## src/rtl/sram_port_arbiter_if.sv

```systemverilog
// Bundle between the two requesters, the arbiter and the shared 16x8 SRAM.
// slave = arbiter side, master = environment (requesters plus SRAM model).
interface sram_port_arbiter_if #(
  parameter int AW = 4,
  parameter int DW = 8
);
  // Handshake: reqN is held high with weN/addrN/wdataN stable until ackN pulses
  // for one cycle. rdataN is valid from that ack cycle and is held until the next read by N.
  logic          req0;
  logic          req1;
  logic          we0;
  logic          we1;
  logic [AW-1:0] addr0;
  logic [AW-1:0] addr1;
  logic [DW-1:0] wdata0;
  logic [DW-1:0] wdata1;
  logic          gnt0;
  logic          gnt1;
  logic          ack0;
  logic          ack1;
  logic [DW-1:0] rdata0;
  logic [DW-1:0] rdata1;
  logic          mem_cs;
  logic          mem_rd;
  logic          mem_wr;
  logic          mem_oe;
  logic [AW-1:0] mem_ar;
  logic [DW-1:0] mem_wdata;
  logic [DW-1:0] mem_rdata;

  modport slave (
    input  req0, req1, we0, we1, addr0, addr1, wdata0, wdata1, mem_rdata,
    output gnt0, gnt1, ack0, ack1, rdata0, rdata1,
           mem_cs, mem_rd, mem_wr, mem_oe, mem_ar, mem_wdata
  );

  modport master (
    output req0, req1, we0, we1, addr0, addr1, wdata0, wdata1, mem_rdata,
    input  gnt0, gnt1, ack0, ack1, rdata0, rdata1,
           mem_cs, mem_rd, mem_wr, mem_oe, mem_ar, mem_wdata
  );
endinterface

```

## src/rtl/sram_port_arbiter.sv

```systemverilog
// Round-robin arbiter and access sequencer sharing one SRAM between two ports.
// Each access runs IDLE -> ADDR -> STROBE -> [WAIT x RD_WAIT, reads] -> DONE.
module sram_port_arbiter #(
  parameter int AW      = 4,
  parameter int DW      = 8,
  parameter int RD_WAIT = 1
) (
  input  logic                 clk,
  input  logic                 rst,
  sram_port_arbiter_if.slave   bus,
  output logic [2:0]           state_o,
  output logic                 prio_o
);

  localparam logic [2:0] S_IDLE   = 3'd0;
  localparam logic [2:0] S_ADDR   = 3'd1;
  localparam logic [2:0] S_STROBE = 3'd2;
  localparam logic [2:0] S_WAIT   = 3'd3;
  localparam logic [2:0] S_DONE   = 3'd4;

  localparam bit         NO_WAIT   = (RD_WAIT == 0);
  localparam logic [2:0] WAIT_LOAD = (RD_WAIT > 0) ? 3'(RD_WAIT - 1) : 3'd0;

  logic [2:0]    state_q, state_d;
  logic          owner_q, owner_d;
  logic          we_q, we_d;
  logic [AW-1:0] addr_q, addr_d;
  logic [DW-1:0] wdata_q, wdata_d;
  logic [2:0]    cnt_q, cnt_d;
  logic          prio_q, prio_d;
  logic [DW-1:0] rdata0_q, rdata0_d;
  logic [DW-1:0] rdata1_q, rdata1_d;
  logic          capture;

  always_comb begin
    state_d  = state_q;
    owner_d  = owner_q;
    we_d     = we_q;
    addr_d   = addr_q;
    wdata_d  = wdata_q;
    cnt_d    = cnt_q;
    prio_d   = prio_q;
    capture  = 1'b0;
    case (state_q)
      S_IDLE: begin
        if (bus.req0 | bus.req1) begin
          // Port 1 wins when it is alone or when both ask and it holds priority.
          owner_d = bus.req1 & (~bus.req0 | prio_q);
          we_d    = owner_d ? bus.we1    : bus.we0;
          addr_d  = owner_d ? bus.addr1  : bus.addr0;
          wdata_d = owner_d ? bus.wdata1 : bus.wdata0;
          state_d = S_ADDR;
        end
      end
      S_ADDR: state_d = S_STROBE;
      S_STROBE: begin
        if (we_q) begin
          state_d = S_DONE;
        end else if (NO_WAIT) begin
          capture = 1'b1;
          state_d = S_DONE;
        end else begin
          cnt_d   = WAIT_LOAD;
          state_d = S_WAIT;
        end
      end
      S_WAIT: begin
        if (cnt_q == 3'd0) begin
          capture = 1'b1;
          state_d = S_DONE;
        end else begin
          cnt_d = cnt_q - 3'd1;
        end
      end
      S_DONE: begin
        prio_d  = ~owner_q;
        state_d = S_IDLE;
      end
      default: state_d = S_IDLE;
    endcase
  end

  always_comb begin
    rdata0_d = rdata0_q;
    rdata1_d = rdata1_q;
    if (capture) begin
      if (owner_q) rdata1_d = bus.mem_rdata;
      else         rdata0_d = bus.mem_rdata;
    end
  end

  always_ff @(posedge clk) begin
    if (rst) begin
      state_q  <= S_IDLE;
      owner_q  <= 1'b0;
      we_q     <= 1'b0;
      addr_q   <= '0;
      wdata_q  <= '0;
      cnt_q    <= 3'd0;
      prio_q   <= 1'b0;
      rdata0_q <= '0;
      rdata1_q <= '0;
    end else begin
      state_q  <= state_d;
      owner_q  <= owner_d;
      we_q     <= we_d;
      addr_q   <= addr_d;
      wdata_q  <= wdata_d;
      cnt_q    <= cnt_d;
      prio_q   <= prio_d;
      rdata0_q <= rdata0_d;
      rdata1_q <= rdata1_d;
    end
  end

  logic busy;
  logic in_access;
  logic drive_phase;

  assign busy        = (state_q != S_IDLE);
  assign in_access   = (state_q == S_ADDR) | (state_q == S_STROBE) | (state_q == S_WAIT);
  assign drive_phase = (state_q == S_ADDR) | (state_q == S_STROBE);

  assign bus.gnt0      = busy & ~owner_q;
  assign bus.gnt1      = busy & owner_q;
  assign bus.ack0      = (state_q == S_DONE) & ~owner_q;
  assign bus.ack1      = (state_q == S_DONE) & owner_q;
  assign bus.rdata0    = rdata0_q;
  assign bus.rdata1    = rdata1_q;
  assign bus.mem_cs    = in_access;
  assign bus.mem_ar    = in_access ? addr_q : '0;
  assign bus.mem_oe    = we_q & drive_phase;
  assign bus.mem_wdata = (we_q & drive_phase) ? wdata_q : '0;
  assign bus.mem_wr    = we_q & (state_q == S_STROBE);
  assign bus.mem_rd    = ~we_q & ((state_q == S_STROBE) | (state_q == S_WAIT));

  assign state_o = state_q;
  assign prio_o  = prio_q;

endmodule

```

## src/flat_wrapper.sv

```systemverilog
// flat-port wrapper written by rule: the top's interface ports become plain ports
module sram_port_arbiter_flat 
#(
  parameter int AW      = 4,
  parameter int DW      = 8,
  parameter int RD_WAIT = 1
)
  (clk, rst, state_o, prio_o, bus_req0, bus_req1, bus_we0, bus_we1, bus_addr0, bus_addr1, bus_wdata0, bus_wdata1, bus_mem_rdata, bus_gnt0, bus_gnt1, bus_ack0, bus_ack1, bus_rdata0, bus_rdata1, bus_mem_cs, bus_mem_rd, bus_mem_wr, bus_mem_oe, bus_mem_ar, bus_mem_wdata);
  sram_port_arbiter_if #(.AW(AW), .DW(DW)) bus_i ();
  input  logic clk;
  input  logic rst;
  output logic [2:0] state_o;
  output logic prio_o;
  input wire logic [$bits(bus_i.req0)-1:0] bus_req0;
  input wire logic [$bits(bus_i.req1)-1:0] bus_req1;
  input wire logic [$bits(bus_i.we0)-1:0] bus_we0;
  input wire logic [$bits(bus_i.we1)-1:0] bus_we1;
  input wire logic [$bits(bus_i.addr0)-1:0] bus_addr0;
  input wire logic [$bits(bus_i.addr1)-1:0] bus_addr1;
  input wire logic [$bits(bus_i.wdata0)-1:0] bus_wdata0;
  input wire logic [$bits(bus_i.wdata1)-1:0] bus_wdata1;
  input wire logic [$bits(bus_i.mem_rdata)-1:0] bus_mem_rdata;
  output wire logic [$bits(bus_i.gnt0)-1:0] bus_gnt0;
  output wire logic [$bits(bus_i.gnt1)-1:0] bus_gnt1;
  output wire logic [$bits(bus_i.ack0)-1:0] bus_ack0;
  output wire logic [$bits(bus_i.ack1)-1:0] bus_ack1;
  output wire logic [$bits(bus_i.rdata0)-1:0] bus_rdata0;
  output wire logic [$bits(bus_i.rdata1)-1:0] bus_rdata1;
  output wire logic [$bits(bus_i.mem_cs)-1:0] bus_mem_cs;
  output wire logic [$bits(bus_i.mem_rd)-1:0] bus_mem_rd;
  output wire logic [$bits(bus_i.mem_wr)-1:0] bus_mem_wr;
  output wire logic [$bits(bus_i.mem_oe)-1:0] bus_mem_oe;
  output wire logic [$bits(bus_i.mem_ar)-1:0] bus_mem_ar;
  output wire logic [$bits(bus_i.mem_wdata)-1:0] bus_mem_wdata;
  assign bus_i.req0 = bus_req0;
  assign bus_i.req1 = bus_req1;
  assign bus_i.we0 = bus_we0;
  assign bus_i.we1 = bus_we1;
  assign bus_i.addr0 = bus_addr0;
  assign bus_i.addr1 = bus_addr1;
  assign bus_i.wdata0 = bus_wdata0;
  assign bus_i.wdata1 = bus_wdata1;
  assign bus_i.mem_rdata = bus_mem_rdata;
  assign bus_gnt0 = bus_i.gnt0;
  assign bus_gnt1 = bus_i.gnt1;
  assign bus_ack0 = bus_i.ack0;
  assign bus_ack1 = bus_i.ack1;
  assign bus_rdata0 = bus_i.rdata0;
  assign bus_rdata1 = bus_i.rdata1;
  assign bus_mem_cs = bus_i.mem_cs;
  assign bus_mem_rd = bus_i.mem_rd;
  assign bus_mem_wr = bus_i.mem_wr;
  assign bus_mem_oe = bus_i.mem_oe;
  assign bus_mem_ar = bus_i.mem_ar;
  assign bus_mem_wdata = bus_i.mem_wdata;
  sram_port_arbiter #(.AW(AW), .DW(DW), .RD_WAIT(RD_WAIT)) u_core (.clk(clk), .rst(rst), .bus(bus_i), .state_o(state_o), .prio_o(prio_o));
endmodule
```

## config.mk

```make
export PLATFORM = sky130hd
export DESIGN_NAME = sram_port_arbiter_flat
export DESIGN_NICKNAME = d
export VERILOG_FILES = /design/src/rtl/sram_port_arbiter_if.sv /design/src/rtl/sram_port_arbiter.sv /design/src/flat_wrapper.sv
export SDC_FILE = /design/constraint.sdc
export NUM_CORES = 1
export LEC_CHECK = 0
export CORE_MARGIN = 2
export CORE_UTILIZATION = 46
export DETAILED_ROUTE_END_ITERATION = 10
export GPL_TIMING_DRIVEN = 0
export PLACE_DENSITY = 0.92
export SLEW_MARGIN = 20
export SYNTH_ARGS = -nofsm -noshare
export SYNTH_HDL_FRONTEND = slang
export SYNTH_SLANG_ARGS = --single-unit
export TNS_END_PERCENT = 1
```

## constraint.sdc

```tcl
create_clock -name clk -period 5.1 [get_ports clk]
set_clock_uncertainty 0.2 [all_clocks]
set_input_delay 1.02 -clock clk [delete_from_list [all_inputs] [get_ports clk]]
set_output_delay 1.02 -clock clk [all_outputs]
set_load 0.005 [all_outputs]
```

==> tab_implementation.tex, run 1 <==
\begin{tabular}{lr}
\hline
Metric & Value \\
\hline
\multicolumn{2}{l}{\textbf{Pwr}} \\
Cell Pwr Density & between 300 and 400 mW/mm2 \\
Share of total power in combinational logic & 28.3\% \\
Worst IR drop on VDD & approximately 0.00042 V \\
Relative contribution of the clock network to total power & $\sim$34\% \\
Leak Pwr & 1.02 nW \\
Internal power component & $\sim$0.00063 W \\
Net switching component of the power & 0.000243 W \\
Sequential cell fraction of total power & 37.7\% \\
Share of total power consumed by net switching & between 20\% and 30\% \\
\multicolumn{2}{l}{\textbf{Global route}} \\
Number of antenna violations at the first check in global routing & 0 \\
Total track usage & approximately 25\% \\
Number of global-route vias before repair & about 1.9k \\
Total overflow reported by the global router & 0 \\
Wire length of the first global-routing pass & 8510 um \\
Largest net degree at the start of global routing & 13 \\
\multicolumn{2}{l}{\textbf{Cells and area}} \\
Area growth syn-to-layout & 51.8\% \\
Non-Filler Cell Area, Final & around 0.0028 mm2 \\
Fin nets & approximately 340 \\
Ant diodes & 0 \\
Layout cells sized above 1 & a little under an eighth \\
\multicolumn{2}{l}{\textbf{Placed design}} \\
Weighted congestion reported at the end of routability-driven placement & roughly 0.85 \\
Port Buf Inserts & between 70 and 80 \\
Dpl cell area & 0.00267 mm2 \\
Final HPWL from detailed placement & 3900 um \\
\multicolumn{2}{l}{\textbf{Worst setup path}} \\
Worst path slowest cell & clkdlybuf4s50\_1 \\
Crit-path most repeated cell & clkbuf\_1 \\
Worst path top cell family by delay & buffers and inverters \\
R2r startpoint & u\_core.cnt\_q[0] \\
Required time of the worst setup path & slightly below 4 ns \\
Flop-to-flop setup slack & between 3 and 4 ns \\
Peak fanout along the critical path & 10 \\
Worst setup path startpoint & u\_core.owner\_q \\
Worst R2R Path Depth & 8 \\
Capturing element type of the critical path & output pin \\
Sequence of cells on the critical path & clkbuf\_1, clkinv\_1, clkbuf\_1, and3\_1, clkdlybuf4s50\_1 \\
Critical path type & flop to output pin \\
Critical Path Stages & 5 \\
Stage delay of the slowest cell on the critical path & 0.46 ns \\
Critical path launch point type & flop \\
Endpoint of the lowest-slack register-to-register path & u\_core.bus.rdata0[2] \\
Arrival time at the worst endpoint & between 2 and 2.5 ns \\
Worst setup path end & bus\_ack0 \\
Worst path bufs/invs & 4 \\
\multicolumn{2}{l}{\textbf{Clock network}} \\
Clock tree root buffer cell & clkbuf\_8 \\
CTS-repair resized insts & 0 \\
Clk pin slew, worst setup/hold paths & around 0.070 ns \\
Htree depth & 2 \\
Total CTS buffers & 5 \\
Source-to-sink clock delay at the later pin of the worst-skew pair & $\sim$0.29 ns \\
Setup Buffers After CTS & 0 \\
CTS hold repair buffers & 0 \\
Maximum count of clock buffers along a single path & 2 \\
Total clock sinks & 37 \\
CTS tree & yes \\
\multicolumn{2}{l}{\textbf{Routing}} \\
Average detailed-routed wire length per instance & between 15 and 20 um \\
Count of antenna-violating nets left after detailed routing & 0 \\
Vias after detailed routing & slightly below 2k \\
Ratio of routed vias to standard cells & 5.54 \\
Routed wire length & about 5400 um \\
Initial DRC Count & 118 \\
Number of iterations in the first detailed-routing pass & 4 \\
Remaining design rule violation count & 0 \\
\multicolumn{2}{l}{\textbf{Logic synthesis}} \\
Register area share after synthesis & between 40\% and 50\% \\
Yosys Warn Count & 0 \\
Post-synth EDFFs & 0 \\
Post-synth ARST share & 0\% \\
Seq cells post-synth & 37 \\
Syn Std Cell Area & 0.00185 mm2 \\
Number of nets in the synthesized netlist & around 250 \\
Main synth FF type & dfxtp\_1 \\
Cells after Synth & 213 \\
Number of distinct library cells after synthesis & between 40 and 50 \\
Mean cell area of the mapped netlist & roughly 8.7 um2 \\
\multicolumn{2}{l}{\textbf{Worst hold path}} \\
Worst Hold Class & flop to flop \\
\multicolumn{2}{l}{\textbf{Timing}} \\
Share of the clock period used by the worst path & 68.4\% \\
Transition time of the tightest slew-check pin & approximately 0.68 ns \\
Final sum of negative setup slack & 0 ns \\
Relative slew slack & between 50 and 60\% \\
Fin. max-slew vios & 0 \\
Setup repair after global routing missed its margin & no \\
Final hold violation count & 0 \\
Maximum clock rate & 287 MHz \\
Number of setup violations in the final report & 0 \\
Period minus WS final & $\sim$3.5 ns \\
\multicolumn{2}{l}{\textbf{Die}} \\
Core area & 0.00394 mm2 \\
Horizontal die dimension & 67.4 um \\
Site Rows & 23 \\
I/O Pins & 78 \\
Starting density of the core & about 47\% \\
Floorplan die area & roughly 0.0045 mm2 \\
Overall die height & 67.4 um \\
\multicolumn{2}{l}{\textbf{Job}} \\
Max capacitance violation total & 0 \\
\multicolumn{2}{l}{\textbf{Status}} \\
Result of the run & completed \\
\hline
\end{tabular}
[cell type report]
| cell class | count | area [um2] |
|---|---|---|
| Fill cell | 318 | 1140 |
| Multi-Input combinational cell | 140 | 930 |
| Clock inverter | 3 | 65.1 |
| Inverter | 17 | 63.8 |
| Buffer | 19 | 114 |
| Timing Repair Buffer | 76 | 761 |
| Sequential cell | 37 | 741 |
| Clock buffer | 5 | 68.8 |
| Tap cell | 50 | 62.6 |
[cell usage in the layout, fill, tap and decap left out, types with 3 or more instances in the layout]
cell type / netlist / routed
clkdlybuf4s50_1: 0 / 76
dfxtp_1: 37 / 37
a21oi_1: 33 / 33
inv_1: 16 / 16
nand3_1: 16 / 16
o21ai_0: 16 / 16
nor3_1: 15 / 15
and2_1: 12 / 12
a2111oi_2: 9 / 9
clkbuf_1: 8 / 8
nor2_1: 6 / 6
clkbuf_8: 0 / 5
buf_2: 4 / 4
buf_4: 3 / 3
a2111oi_1: 3 / 3
[kinds of logic (layout without fill, tap and decap cells)]
| kind of cell | Yosys count | in the layout | share of synthesized area (%) |
|---|---|---|---|
| AO/OA/AOI/OAI | 69 | 69 | 25.9 |
| XOR/XNOR | 1 | 1 | 0.474 |
| adder cells (fa/ha/maj) | 2 | 2 | 1.35 |
| buffers and inverters | 36 | 120 | 9.61 |
| flip-flops | 37 | 37 | 40.1 |
| multiplexers | 1 | 1 | 0.542 |
| AND/OR/NAND/NOR | 67 | 67 | 22.0 |
[flip-flops by register name, summed over array words and instances, names as in the netlist]
register	count
u_core.bus.rdata1	8
u_core.state_o	3
u_core.we_q	1
u_core.prio_o	1
u_core.wdata_q	8
u_core.bus.rdata0	8
u_core.addr_q	4
u_core.cnt_q	3
u_core.owner_q	1
[cells in the mapped netlist (2+ instances only)]
| library cell | count | area [um2] |
|---|---|---|
| nand2_1 | 2 | 7.51 |
| buf_4 | 3 | 22.5 |
| buf_2 | 4 | 20.0 |
| ha_1 | 2 | 25.0 |
| clkbuf_1 | 8 | 30.0 |
| and3_1 | 2 | 12.5 |
| nor3_1 | 15 | 75.1 |
| nor2_1 | 6 | 22.5 |
| nand2b_1 | 2 | 12.5 |
| a2111oi_2 | 9 | 135 |
| buf_6 | 2 | 22.5 |
| a2111oi_1 | 3 | 30.0 |
| o2bb2ai_1 | 2 | 17.5 |
| dfxtp_1 | 37 | 741 |
| o21ai_0 | 16 | 80.1 |
| inv_1 | 16 | 60.1 |
| a21oi_1 | 33 | 165 |
| and2_1 | 12 | 75.1 |
| nand3_1 | 16 | 80.1 |
| nor3b_1 | 2 | 15.0 |
[layer usage]
layer  routed length, um  share of wire, %  GRT usage, %  vias up
met3                 302               5.6          6.33       16
met5                   0                 0             0        -
met1                2230                42          29.6      907
met2                2690                50          42.2       79
li1                    -                 -             -      921
met4                 143               2.7          10.2        0
[per-stage QoR]
step | hold WS [ns] | util [%] | total power, W | setup WS [ns] | cells
CTS | 0.253 | 71.2 | 0.000880 | 1.63 | 347
floorplan | 0.218 | - | 0.000476 | 2.75 | 213
finish | 0.255 | 71.2 | 0.000877 | 1.61 | 347
global placement | 0.226 | 67.8 | 0.000574 | 1.99 | 339
detailed placement | 0.242 | 67.8 | 0.000581 | 1.95 | 339
global route | 0.276 | 71.2 | 0.000916 | 1.43 | 347
[worst min-delay path by stage]
stage	from	to	depth (start not counted)
after floorplan	u_core.cnt_q[0]	u_core.cnt_q[0]	1
after global placement	u_core.cnt_q[0]	u_core.cnt_q[0]	1
after detailed placement	u_core.cnt_q[0]	u_core.cnt_q[0]	1
after CTS	u_core.cnt_q[0]	u_core.cnt_q[0]	1
after global routing	u_core.cnt_q[0]	u_core.cnt_q[0]	1
final	u_core.cnt_q[0]	u_core.cnt_q[0]	1
[power groups by stage]
stage / Clock, W / Combinational, W / Sequential [W]
3_5_place_dp: 0 / 0.000245 / 0.000336
4_1_cts: 0.000303 / 0.000248 / 0.000330
2_1_floorplan: 0 / 0.000144 / 0.000332
6_report: 0.000299 / 0.000248 / 0.000330
3_3_place_gp: 0 / 0.000239 / 0.000335
5_1_grt: 0.000314 / 0.000269 / 0.000333
[worst register-to-register path: stages (launching register included)]
cell,delay [ns]
dfxtp_1,0.32
inv_1,0.08
ha_1,0.14
ha_1,0.24
and4b_1,0.22
clkbuf_1,0.24
buf_2,0.28
nand3_1,0.11
a21oi_1,0.16
No activity file was read; power rests on OpenSTA's default activity.
==> inputs of run 2 (changes only) <==
--- a/config.mk
+++ b/config.mk
@@ -6,10 +6,10 @@
 export NUM_CORES = 1
 export LEC_CHECK = 0
 export CORE_MARGIN = 2
-export CORE_UTILIZATION = 46
+export CORE_UTILIZATION = 38
 export DETAILED_ROUTE_END_ITERATION = 10
 export GPL_TIMING_DRIVEN = 0
-export PLACE_DENSITY = 0.92
+export PLACE_DENSITY = 0.82
 export SLEW_MARGIN = 20
 export SYNTH_ARGS = -nofsm -noshare
 export SYNTH_HDL_FRONTEND = slang
==> constraint.sdc (replaced) <==
create_clock -name clk -period 2.97 [get_ports clk]
set_clock_uncertainty 0.2 [all_clocks]
set_input_delay 0.594 -clock clk [delete_from_list [all_inputs] [get_ports clk]]
set_output_delay 0.594 -clock clk [all_outputs]
set_load 0.005 [all_outputs]
==> run 2 against run 1 <==
- final area down 0.76%
- power up 61%
- sequential share of layout area grew 0.20 points
- register-to-register slack lost 2.2 ns
- count of clock-buffer cells in the layout stayed put
- via count decreased by 3.5%
- highest routed layer unchanged
- flip-flop and latch count did not move
- critical endpoint unchanged
==> tab_implementation.tex, run 2 (synthesized netlist as in run 1, its figures left out) <==
\begin{tabular}{lr}
\hline
Metric & Value \\
\hline
\multicolumn{2}{l}{\textbf{Status}} \\
Result of the run & completed \\
\multicolumn{2}{l}{\textbf{Job}} \\
Max capacitance violation total & 0 (unchanged) \\
\multicolumn{2}{l}{\textbf{Timing}} \\
Setup repair after global routing missed its margin & no \\
Transition time of the tightest slew-check pin & 0.692 ns (+0.0116 ns) \\
Share of the clock period used by the worst path & between 90\% and 100\% \\
Final sum of negative setup slack & 0 ns (unchanged) \\
Relative slew slack & 53.9\% (-0.77 points) \\
Setup WS post-layout & 0.184 ns (-1.43 ns) \\
Number of setup violations in the final report & 0 (unchanged) \\
Period minus WS final & about 2.8 ns \\
Maximum clock rate & around 360 MHz \\
Fin. max-slew vios & 0 (unchanged) \\
Final hold violation count & 0 (unchanged) \\
\multicolumn{2}{l}{\textbf{Worst hold path}} \\
Worst Hold Launch & u\_core.cnt\_q[0] \\
Cells on Worst Hold Path & 1 (unchanged) \\
Worst Hold Class & flop to flop \\
\multicolumn{2}{l}{\textbf{Global route}} \\
Total track usage & 20.3\% (-4.5 points) \\
Number of antenna violations at the first check in global routing & 0 (unchanged) \\
Total overflow reported by the global router & 0 (unchanged) \\
Wire length of the first global-routing pass & 8550 um (+0.41\%) \\
Number of global-route vias before repair & 1825 (-1.7\%) \\
Largest net degree at the start of global routing & 12 (-1) \\
\multicolumn{2}{l}{\textbf{Clock network}} \\
Total clock sinks & 37 (unchanged) \\
Clock tree root buffer cell & clkbuf\_8 \\
CTS tree & yes \\
Source-to-sink clock delay at the later pin of the worst-skew pair & 0.29 ns (about the same) \\
Maximum count of clock buffers along a single path & 2 (unchanged) \\
Total CTS buffers & 5 (unchanged) \\
Setup Buffers After CTS & 0 (unchanged) \\
Clk pin slew, worst setup/hold paths & 0.07 ns (about the same) \\
Htree depth & 2 (unchanged) \\
CTS hold repair buffers & 0 (unchanged) \\
\multicolumn{2}{l}{\textbf{Routing}} \\
Routed wire length & 5330 um (-0.54\%) \\
Count of antenna-violating nets left after detailed routing & 0 (unchanged) \\
Ratio of routed vias to standard cells & 5.32 (-4.0\%) \\
Average detailed-routed wire length per instance & 15.3 um (-1.1\%) \\
Remaining design rule violation count & 0 (unchanged) \\
Number of iterations in the first detailed-routing pass & 5 (+1) \\
Vias after detailed routing & 1856 (-3.5\%) \\
Initial DRC Count & 75 (-36\%) \\
\multicolumn{2}{l}{\textbf{Pwr}} \\
Internal power component & 0.00100 W (+58\%) \\
Cell Pwr Density & 508 mW/mm2 (+63\%) \\
Share of total power in combinational logic & 30.0\% (+1.7 points) \\
Leak Pwr & 1.00 nW (-1.4\%) \\
Sequential cell fraction of total power & 40.2\% (+2.5 points) \\
Relative contribution of the clock network to total power & 29.8\% (-4.3 points) \\
Share of total power consumed by net switching & 29.3\% (+1.6 points) \\
Net switching component of the power & 0.000414 W (+71\%) \\
Worst IR drop on VDD & 0.000329 V (-21\%) \\
\multicolumn{2}{l}{\textbf{Worst setup path}} \\
Peak fanout along the critical path & 10 (unchanged) \\
Worst path top cell family by delay & buffers and inverters \\
Required time of the worst setup path & 2.18 ns (-1.70 ns) \\
Critical Path Stages & 4 (-1) \\
Worst setup path startpoint & u\_core.owner\_q \\
Worst path slowest cell & dfxtp\_1 \\
Capturing element type of the critical path & output pin \\
Stage delay of the slowest cell on the critical path & 0.52 ns (+0.06 ns) \\
Worst path bufs/invs & 3 (-1) \\
Critical path launch point type & flop \\
R2r startpoint & u\_core.cnt\_q[0] \\
Arrival time at the worst endpoint & 1.99 ns (-0.28 ns) \\
Sequence of cells on the critical path & clkinv\_2, clkbuf\_1, and3\_1, clkdlybuf4s50\_1 \\
Critical path type & flop to output pin \\
Worst R2R Path Depth & 8 (unchanged) \\
\multicolumn{2}{l}{\textbf{Cells and area}} \\
Ant diodes & 0 (unchanged) \\
Final cell utilization of the core & 59.3\% (-12 points) \\
Leading cell type in the layout, fill and taps excluded & clkdlybuf4s50\_1 \\
Most used cells in the layout excluding fill and tap cells & clkdlybuf4s50\_1 (76), dfxtp\_1 (37), a21oi\_1 (33) \\
Fin nets & 335 (-0.30\%) \\
Area growth syn-to-layout & 50.6\% \\
Layout cells sized above 1 & 11.5\% (+0.078 points) \\
\multicolumn{2}{l}{\textbf{Die}} \\
Core area & 0.00469 mm2 (+19\%) \\
I/O Pins & 78 (unchanged) \\
Overall die height & 73.7 um (+9.4\%) \\
Floorplan die area & 0.00544 mm2 (+20\%) \\
Starting density of the core & 39.4\% (-7.5 points) \\
Horizontal die dimension & 73.7 um (+9.4\%) \\
Site Rows & 25 (+8.7\%) \\
\multicolumn{2}{l}{\textbf{Placed design}} \\
Final HPWL from detailed placement & 3860 um (-1.2\%) \\
Port Buf Inserts & 76 (unchanged) \\
Pre-CTS setup slack & 0.238 ns (-1.72 ns) \\
Weighted congestion reported at the end of routability-driven placement & 0.830 (-2.5\%) \\
\hline
\end{tabular}
==> run 2: changes by cell type in the layout (fill, tap and decap cells not counted) <==
cell and change:
bufinv_16 -1, clkbuf_1 -1, clkinv_1 -1, clkinv_2 +1
nor3b_2 -1, nor3b_4 +1
==> run 2: per-stage QoR <==
step / area, um2 / cells / hold WS, ns / power [W]
floorplan: 1850 / 213 / 0.218 / 0.000818
global placement: 2680 / 343 / 0.227 / 0.000990
CTS: 2780 / 350 / 0.247 / 0.00142
finish: 2780 / 349 / 0.247 / 0.00142
detailed placement: 2680 / 343 / 0.237 / 0.000998
global route: 2780 / 349 / 0.278 / 0.00148
==> run 2: power by group through the flow <==
| stage | logic [W] | registers [W] | clock network (W) |
|---|---|---|---|
| 5_1_grt | 0.000461 | 0.000573 | 0.000445 |
| 6_report | 0.000425 | 0.000569 | 0.000422 |
| 2_1_floorplan | 0.000248 | 0.000570 | 0 |
| 4_1_cts | 0.000426 | 0.000564 | 0.000425 |
| 3_3_place_gp | 0.000416 | 0.000574 | 0 |
| 3_5_place_dp | 0.000423 | 0.000575 | 0 |
==> run 2: path summary, 6_finish.rpt <==
kind / endpoint / slack, ns
max reg2reg: u_core.bus.rdata0[0] / 0.88
min reg2reg: u_core.cnt_q[0] / 0.25
min: u_core.cnt_q[0] / 0.25
max: bus_ack0 / 0.18
==> run 2: layer usage <==
| metal | track usage (%) | up-vias | wire (um) | share of wire [%] |
|---|---|---|---|---|
| met3 | 5.76 | 4 | 282 | 5.3 |
| met2 | 34.2 | 51 | 2680 | 50 |
| met1 | 25.5 | 883 | 2320 | 44 |
| met4 | 5.05 | 0 | 43 | 0.81 |
| met5 | 0 | - | 0 | 0 |
| li1 | - | 918 | - | - |
==> run 2: final cells by class <==
type,instances,area [um2]
Buffer,18,110
Clock buffer,5,68.8
Clock inverter,2,35.0
Fill cell,412,1910
Inverter,17,65.1
Multi-Input combinational cell,140,936
Sequential cell,37,741
Tap cell,54,67.6
Timing Repair Buffer,76,761
==> run 2: repair_timing <==
| action | CTS | global route |
|---|---|---|
| hold endpoints to repair | 0 | 0 |
| setup endpoints to repair | 2 | 10 |
| gates resized for setup | 1 | 1 |
